$ cat config.mk
export PLATFORM = sky130hd
export DESIGN_NAME = arbitro_memoria_dados
export DESIGN_NICKNAME = d
export VERILOG_FILES = /design/src/rtl/arbitro_memoria_dados_pkg.sv /design/src/rtl/arbitro_memoria_dados_rr.sv /design/src/rtl/arbitro_memoria_dados.sv
export SDC_FILE = /design/constraint.sdc
export NUM_CORES = 1
export LEC_CHECK = 0
export ABC_AREA = 1
export CORE_AREA = 2 2 63 65
export CTS_BUF_LIST = sky130_fd_sc_hd__clkbuf_4
export DETAILED_ROUTE_END_ITERATION = 12
export DIE_AREA = 0 0 65 67
export PLACE_DENSITY = 0.77
export SETUP_SLACK_MARGIN = 0.02
export SYNTH_ARGS = -nofsm -noshare
export SYNTH_HDL_FRONTEND = slang
export SYNTH_SLANG_ARGS = --single-unit
$ cat constraint.sdc
create_clock -name Clock -period 1.45 [get_ports Clock]
set_input_delay 0.29 -clock Clock [delete_from_list [all_inputs] [get_ports Clock]]
set_output_delay 0.29 -clock Clock [all_outputs]
set_load 0.005 [all_outputs]
$ cat src/rtl/arbitro_memoria_dados_pkg.sv
// Shared widths, port identifiers and the command record for the data-memory arbiter.
// Define ARB_ROUND_ROBIN_EN to build the round-robin pick instead of fixed priority.
package pkg_memoria_dados;

    localparam int LARGURA_DADO = 8;
    localparam int LARGURA_END  = 8;

    localparam logic PORTA_CPU = 1'b0;
    localparam logic PORTA_ES  = 1'b1;

    // One accepted access waiting in the CMD stage; "ender" is the address field.
    typedef struct packed {
        logic                    valido;
        logic                    porta;
        logic                    wr;
        logic [LARGURA_END-1:0]  ender;
        logic [LARGURA_DADO-1:0] dado;
    } cmd_t;

endpackage

$ cat src/rtl/arbitro_memoria_dados_rr.sv
// Combinational 2-way pick. With ARB_ROUND_ROBIN_EN the port that was not granted last
// wins a conflict; otherwise port 0 always wins.
module arbitro_rr_2 (
    input  logic [1:0] req_i,
`ifdef ARB_ROUND_ROBIN_EN
    input  logic       ultimo_i,
`endif
    output logic [1:0] gnt_o
);

    always_comb begin
        gnt_o = 2'b00;
`ifdef ARB_ROUND_ROBIN_EN
        if (req_i == 2'b11) begin
            gnt_o = ultimo_i ? 2'b01 : 2'b10;
        end else begin
            gnt_o = req_i;
        end
`else
        if (req_i[0]) begin
            gnt_o = 2'b01;
        end else if (req_i[1]) begin
            gnt_o = 2'b10;
        end
`endif
    end

endmodule

$ cat src/rtl/arbitro_memoria_dados.sv
// Two-port arbiter and ARB/CMD/RSP sequencer for the single-port data memory.
// ARB_ROUND_ROBIN_EN selects round-robin arbitration (fixed priority to port 0 otherwise).
module arbitro_memoria_dados #(
    parameter int LARGURA_DADO = 8,
    parameter int LARGURA_END  = 8
) (
    input  logic                    Clock,
    input  logic                    Reset,
    input  logic                    Req0,
    input  logic                    Req1,
    input  logic                    Wr0,
    input  logic                    Wr1,
    input  logic [LARGURA_END-1:0]  End0,
    input  logic [LARGURA_END-1:0]  End1,
    input  logic [LARGURA_DADO-1:0] Dado0,
    input  logic [LARGURA_DADO-1:0] Dado1,
    output logic                    Gnt0,
    output logic                    Gnt1,
    output logic                    Valido0,
    output logic                    Valido1,
    output logic [LARGURA_DADO-1:0] DadoLido,
    output logic [LARGURA_END-1:0]  Endereco,
    output logic [LARGURA_DADO-1:0] DadoEscr,
    output logic                    MenWrite,
    output logic                    MenRead,
    input  logic [LARGURA_DADO-1:0] DadoLidoMem
);
    import pkg_memoria_dados::*;

    // Handshake: a requester holds Req with stable fields until its Gnt; the access is
    // accepted in the cycle Gnt is high and Req may carry a new access the cycle after.
    logic [1:0]              req;
    logic [1:0]              gnt;
    cmd_t                    cmd_q, cmd_d;
    logic [1:0]              valido_q, valido_d;
    logic [LARGURA_DADO-1:0] lido_q, lido_d;

    assign req = {Req1, Req0} & {2{~Reset}};

`ifdef ARB_ROUND_ROBIN_EN
    logic ultimo_q, ultimo_d;

    always_comb begin
        ultimo_d = ultimo_q;
        if (gnt[1]) begin
            ultimo_d = PORTA_ES;
        end else if (gnt[0]) begin
            ultimo_d = PORTA_CPU;
        end
    end

    always_ff @(posedge Clock or posedge Reset) begin
        if (Reset) begin
            ultimo_q <= PORTA_ES;
        end else begin
            ultimo_q <= ultimo_d;
        end
    end

    arbitro_rr_2 u_arb (.req_i(req), .ultimo_i(ultimo_q), .gnt_o(gnt));
`else
    arbitro_rr_2 u_arb (.req_i(req), .gnt_o(gnt));
`endif

    assign Gnt0 = gnt[0];
    assign Gnt1 = gnt[1];

    // Address/data keep their last value when idle; only the valid bit clears.
    always_comb begin
        cmd_d        = cmd_q;
        cmd_d.valido = 1'b0;
        if (gnt[1]) begin
            cmd_d.valido = 1'b1;
            cmd_d.porta  = PORTA_ES;
            cmd_d.wr     = Wr1;
            cmd_d.ender  = End1;
            cmd_d.dado   = Dado1;
        end else if (gnt[0]) begin
            cmd_d.valido = 1'b1;
            cmd_d.porta  = PORTA_CPU;
            cmd_d.wr     = Wr0;
            cmd_d.ender  = End0;
            cmd_d.dado   = Dado0;
        end
    end

    always_comb begin
        valido_d = 2'b00;
        lido_d   = lido_q;
        if (cmd_q.valido && !cmd_q.wr) begin
            valido_d[cmd_q.porta] = 1'b1;
            lido_d                = DadoLidoMem;
        end
    end

    always_ff @(posedge Clock or posedge Reset) begin
        if (Reset) begin
            cmd_q    <= '0;
            valido_q <= 2'b00;
            lido_q   <= '0;
        end else begin
            cmd_q    <= cmd_d;
            valido_q <= valido_d;
            lido_q   <= lido_d;
        end
    end

    assign Endereco = cmd_q.ender;
    assign DadoEscr = cmd_q.dado;
    assign MenWrite = cmd_q.valido & cmd_q.wr;
    assign MenRead  = cmd_q.valido & ~cmd_q.wr;
    assign Valido0  = valido_q[0];
    assign Valido1  = valido_q[1];
    assign DadoLido = lido_q;

endmodule

# Word level (Yosys, flattened, before mapping)
# Cells that the tools add are included.
[word_totals]
regBits = 29
inputBits = 46
output_inout_bits = 30
word_cells = 25
[classes]
order_cmp = 2
muxes = 7
bitwise_logic = 5
n_reduce_logical = 4
[ops]
columns = ["cell", "count"]
rows = [
  ["19-bit two-way mux", 2],
  ["2-bit two-way mux", 3],
  ["1-bit AND", 2],
  ["2-bit AND", 1],
  ["1-bit logical AND", 2],
  ["1-bit by 2-bit less-than comparator with 1-bit output, second input constant", 1],
  ["1-bit NOT", 2],
  ["2-bit nonzero test", 1],
  ["1-bit demux with 1-bit select", 1],
  ["1-bit >= comparator, second input constant", 1],
  ["1-bit zero test", 1],
  ["1-bit two-way mux", 1],
]

# Longest topological paths before layout
[logic_depth]
depth_word = 6
mapped_depth = 5
depth_no_buf = 5

# Cells and area by module
# A second synthesis with hierarchy kept.
[unflattened]
cells_unflattened = 164
hier_area_um2 = 1396.3
[by_module_without_submodules]
columns = ["mod", "instances", "cells_per_inst", "area_per_inst_um2", "seq_area_each_um2"]
rows = [
  ["arbitro_memoria_dados", 1, 161, 1378.8, 725.7],
  ["arbitro_rr_2", 1, 3, 17.5, 0.0],
]

# Worst setup path before layout
# No wires, ideal clock.
[synth_path]
kind = "input -> output"
startpoint = "input Reset"
endpoint = "output Gnt1"
t_arrival_ns = 0.960
required_time_ns = 1.160
setup_slack_ns = 0.200
cell_stages = 5
path_buffers = 2
path_cell_list = "inv_2 buf_4 buf_6 nand3_1 inv_1"
[synth_via]
elab_chain_cells = 4
[synth_rtl]
columns = ["element", "line", "source"]
rows = [
  ["from (decl)", "arbitro_memoria_dados.sv:8", "input logic Reset,"],
  ["1-bit NOT *", "arbitro_memoria_dados.sv:38", "assign req = {Req1, Req0} & {2{~Reset}};"],
  ["2-bit AND *", "arbitro_memoria_dados.sv:38", ""],
  ["2-bit two-way mux", "arbitro_memoria_dados_rr.sv:22", "end else if (req_i[1]) begin"],
  ["2-bit two-way mux *", "arbitro_memoria_dados_rr.sv:20", "if (req_i[0]) begin"],
  ["to (decl)", "arbitro_memoria_dados.sv:18", "output logic Gnt1,"],
]
# Every way passes the cells marked *; elsewhere a longest branch is shown, timed or not.

# Final worst setup path
[layout_path]
startpoint = "register cmd_q[16] (netlist name)"
endpoint = "output MenRead"
[layout_via]
elab_chain_cells = 2
[layout_rtl]
columns = ["element", "line", "source"]
rows = [
  ["from (decl)", "arbitro_memoria_dados.sv:34", "cmd_t cmd_q, cmd_d;"],
  ["from (signal assigned)", "arbitro_memoria_dados.sv:102", "cmd_q <= cmd_d;"],
  ["1-bit NOT", "arbitro_memoria_dados.sv:111", "assign MenRead = cmd_q.valido & ~cmd_q.wr;"],
  ["1-bit AND", "arbitro_memoria_dados.sv:111", ""],
  ["to (decl)", "arbitro_memoria_dados.sv:25", "output logic MenRead,"],
]
# No other way between the ends.

==> out/metrics.cfg <==
[status]
status=complete, no violations

[clock_network]
postCtsHoldBufs=0
clk_path_buf_depth=2
cts_tree=done
cts_sinks=29
cts_buffers=5
cts-root-buf=clkbuf_4
cts_htree_levels=2
clkLatencyLatePin_ns=0.33
clk_pin_slew_worst_paths_ns=0.10

[worst_setup_path]
slowest_stage=dfrtp_1
criticalPathCategory=reg2out
crit_family=flip-flops
critPathMaxFanout=2
critPathBufInv=2
arrival_ns=1.12
cp_slowest_stage_delay_ns=0.38
endpoint_kind=primary output
cp_cell_sequence=or2_1 > inv_2 > buf_6
crit_cells=3
ff2ff_path_depth=4
required_ns=1.16
start_kind=flip-flop

[synthesis]
ys_seq_area_share_pct=51.6
syn_nets=208
ys_ff_latch=29
ys_types=13
syn_area_sq_um=1410
yosysWarnings=0
syn_area_per_cell_sq_um=8.68
syn_inst=162

[sta]
max_freq_mhz=712
setup_viol=0
max_slew_margin_pct=84.4
timing.final.hold_violations=0
timing.final.ws_setup_ns=0.0446
timing.final.max_slew_violations=0
rsz0062_at_grt=yes
period_share_pct=96.9
clock_skew_ns=0.00180
worst_pin_slew_ns=0.235
fin_crit_ns=1.41

[global_route]
grt_max_degree=21
grt_pass1_wl_um=5750
grt_antenna_before_repair=0
grt_pass1_vias=1265
grt_usage_pct=17.5
grt-ovfl-total=0

[power]
power.density_nw_per_um2=908
vdd_ir_drop_max_v=0.000425
power_leakage_uw=0.00112

[placement]
pre_cts_ws_ns=-0.395
place_area_sq_um=2150
io_buffers=75
dp.final_hpwl_um=2560
routabilityCongestion=0.697

[detailed_routing]
first_pass_iters=7
drcViolationCount=0
post_drt_wl_per_cell_um=11.9
via_per_inst=4.54
drt-initial-drc-count=76
routed_wirelength_um=3410
num_vias=1302
ant_nets=0

[floorplanning]
core_sq_um=3610
boundaryPins=76
dieWidth_um=65
start_util_pct=39.0
die_y_um=67
die_area_sq_um=4360
rows=22

[final_layout]
antenna-diode-count=0
final.fill_count=332
syn_to_final_growth_pct=55.2
nets=284
finalInstanceArea_sq_um=2180
drive_above_1_share_pct=15.5

[run]
max_cap_violations=0

[min_path]
hold_path.class=in2async

==> cells in the mapped netlist <==
| cell type | count | area [sq um] |
|---|---|---|
| nor2_1 | 2 | 7.51 |
| buf_4 | 18 | 135 |
| or2_1 | 1 | 6.26 |
| nand4_1 | 17 | 106 |
| buf_6 | 3 | 33.8 |
| inv_2 | 4 | 15.0 |
| o21ai_4 | 1 | 16.3 |
| buf_2 | 3 | 15.0 |
| inv_1 | 4 | 15.0 |
| nand2_1 | 61 | 229 |
| dfrtp_1 | 29 | 726 |
| nand3_1 | 18 | 90.1 |
| nor2_4 | 1 | 11.3 |
==> worst min-delay path, delay by kind of cell <==
family / cells / cell delay [ns]
buffers and inverters: 3 / 0.49
==> layer usage <==
| metal | share of wire [%] | up-vias | global-route usage (%) |
|---|---|---|---|
| met4 | 1.1 | 0 | 5.59 |
| li1 | - | 661 | - |
| met5 | 0 | - | 0 |
| met3 | 7.2 | 6 | 6.08 |
| met2 | 47 | 45 | 29.1 |
| met1 | 45 | 590 | 21.3 |
==> final timing paths <==
kind,slack [ns],endpoint,start
min,0.1,cmd_q[17],Reset
min in group Clock,0.38,cmd_q[17],Req1
min reg2reg,0.46,valido_q[0],cmd_q[17]
max,0.04,MenRead,cmd_q[16]
max in group asynchronous,0.90,DadoEscr[1],Reset
max reg2reg,0.42,DadoLido[7],cmd_q[16]
==> registers in the layout (all words and copies together), names as in the netlist <==
register and flops:
DadoEscr 8, DadoLido 8, valido_q 2, cmd_q 3, Endereco 8
==> what timing repair did <==
action,4_1_cts,5_1_grt
hold endpoints to repair,0,0
endpoints found under the setup margin,30,1
pin swaps,2,1
buffers inserted,3,0
resized for setup,44,1
==> cell families after synthesis <==
logic type | count (synthesis) | synth area share, %
AND/OR/NAND/NOR | 100 | 32.0
buffers and inverters | 32 | 15.2
flip-flops | 29 | 51.6
AO/OA/AOI/OAI | 1 | 1.16
==> cell usage in the layout (no fill, tap or decap), drive strengths merged, types with 2 or more instances in the layout <==
cell and count:
nand3 18, nand2 61, clkbuf 5, nand4 17
clkinv 2, clkdlybuf4s50 42, buf 21, inv 8
nor2 3, dfrtp 29, dlygate4sd2 30
==> power by group <==
group	total (uW)	internal [uW]	switching, uW	leakage (uW)
sequential	977	923	54.2	0.000360
combinational	538	317	221	0.000725
clock	467	182	285	0.0000310
==> metrics by stage <==
stage / std cells / total power (uW) / hold WS [ns] / util (%) / TNS, ns
3_5_place_dp: 276 / 1610 / 0.444 / 59.5 / -2.35
3_3_place_gp: 276 / 1600 / 0.438 / 59.5 / -2.01
6_report: 287 / 1980 / 0.0975 / 60.5 / 0
2_1_floorplan: 162 / 1270 / 0.387 / - / 0
4_1_cts: 287 / 2010 / 0.0875 / 60.3 / 0
5_1_grt: 287 / 2120 / 0.0952 / 60.5 / -0.0297
==> final cells by class <==
type / count / area [sq um] / area share, %
Sequential cell: 29 / 726 / 33.3
Inverter: 8 / 30.0 / 1.38
Tap cell: 48 / 60.1 / 2.75
Clock inverter: 3 / 17.5 / 0.803
Timing Repair Buffer: 93 / 840 / 38.5
Multi-Input combinational cell: 101 / 472 / 21.6
Clock buffer: 5 / 37.5 / 1.72
(Power assumes the default switching activity.)
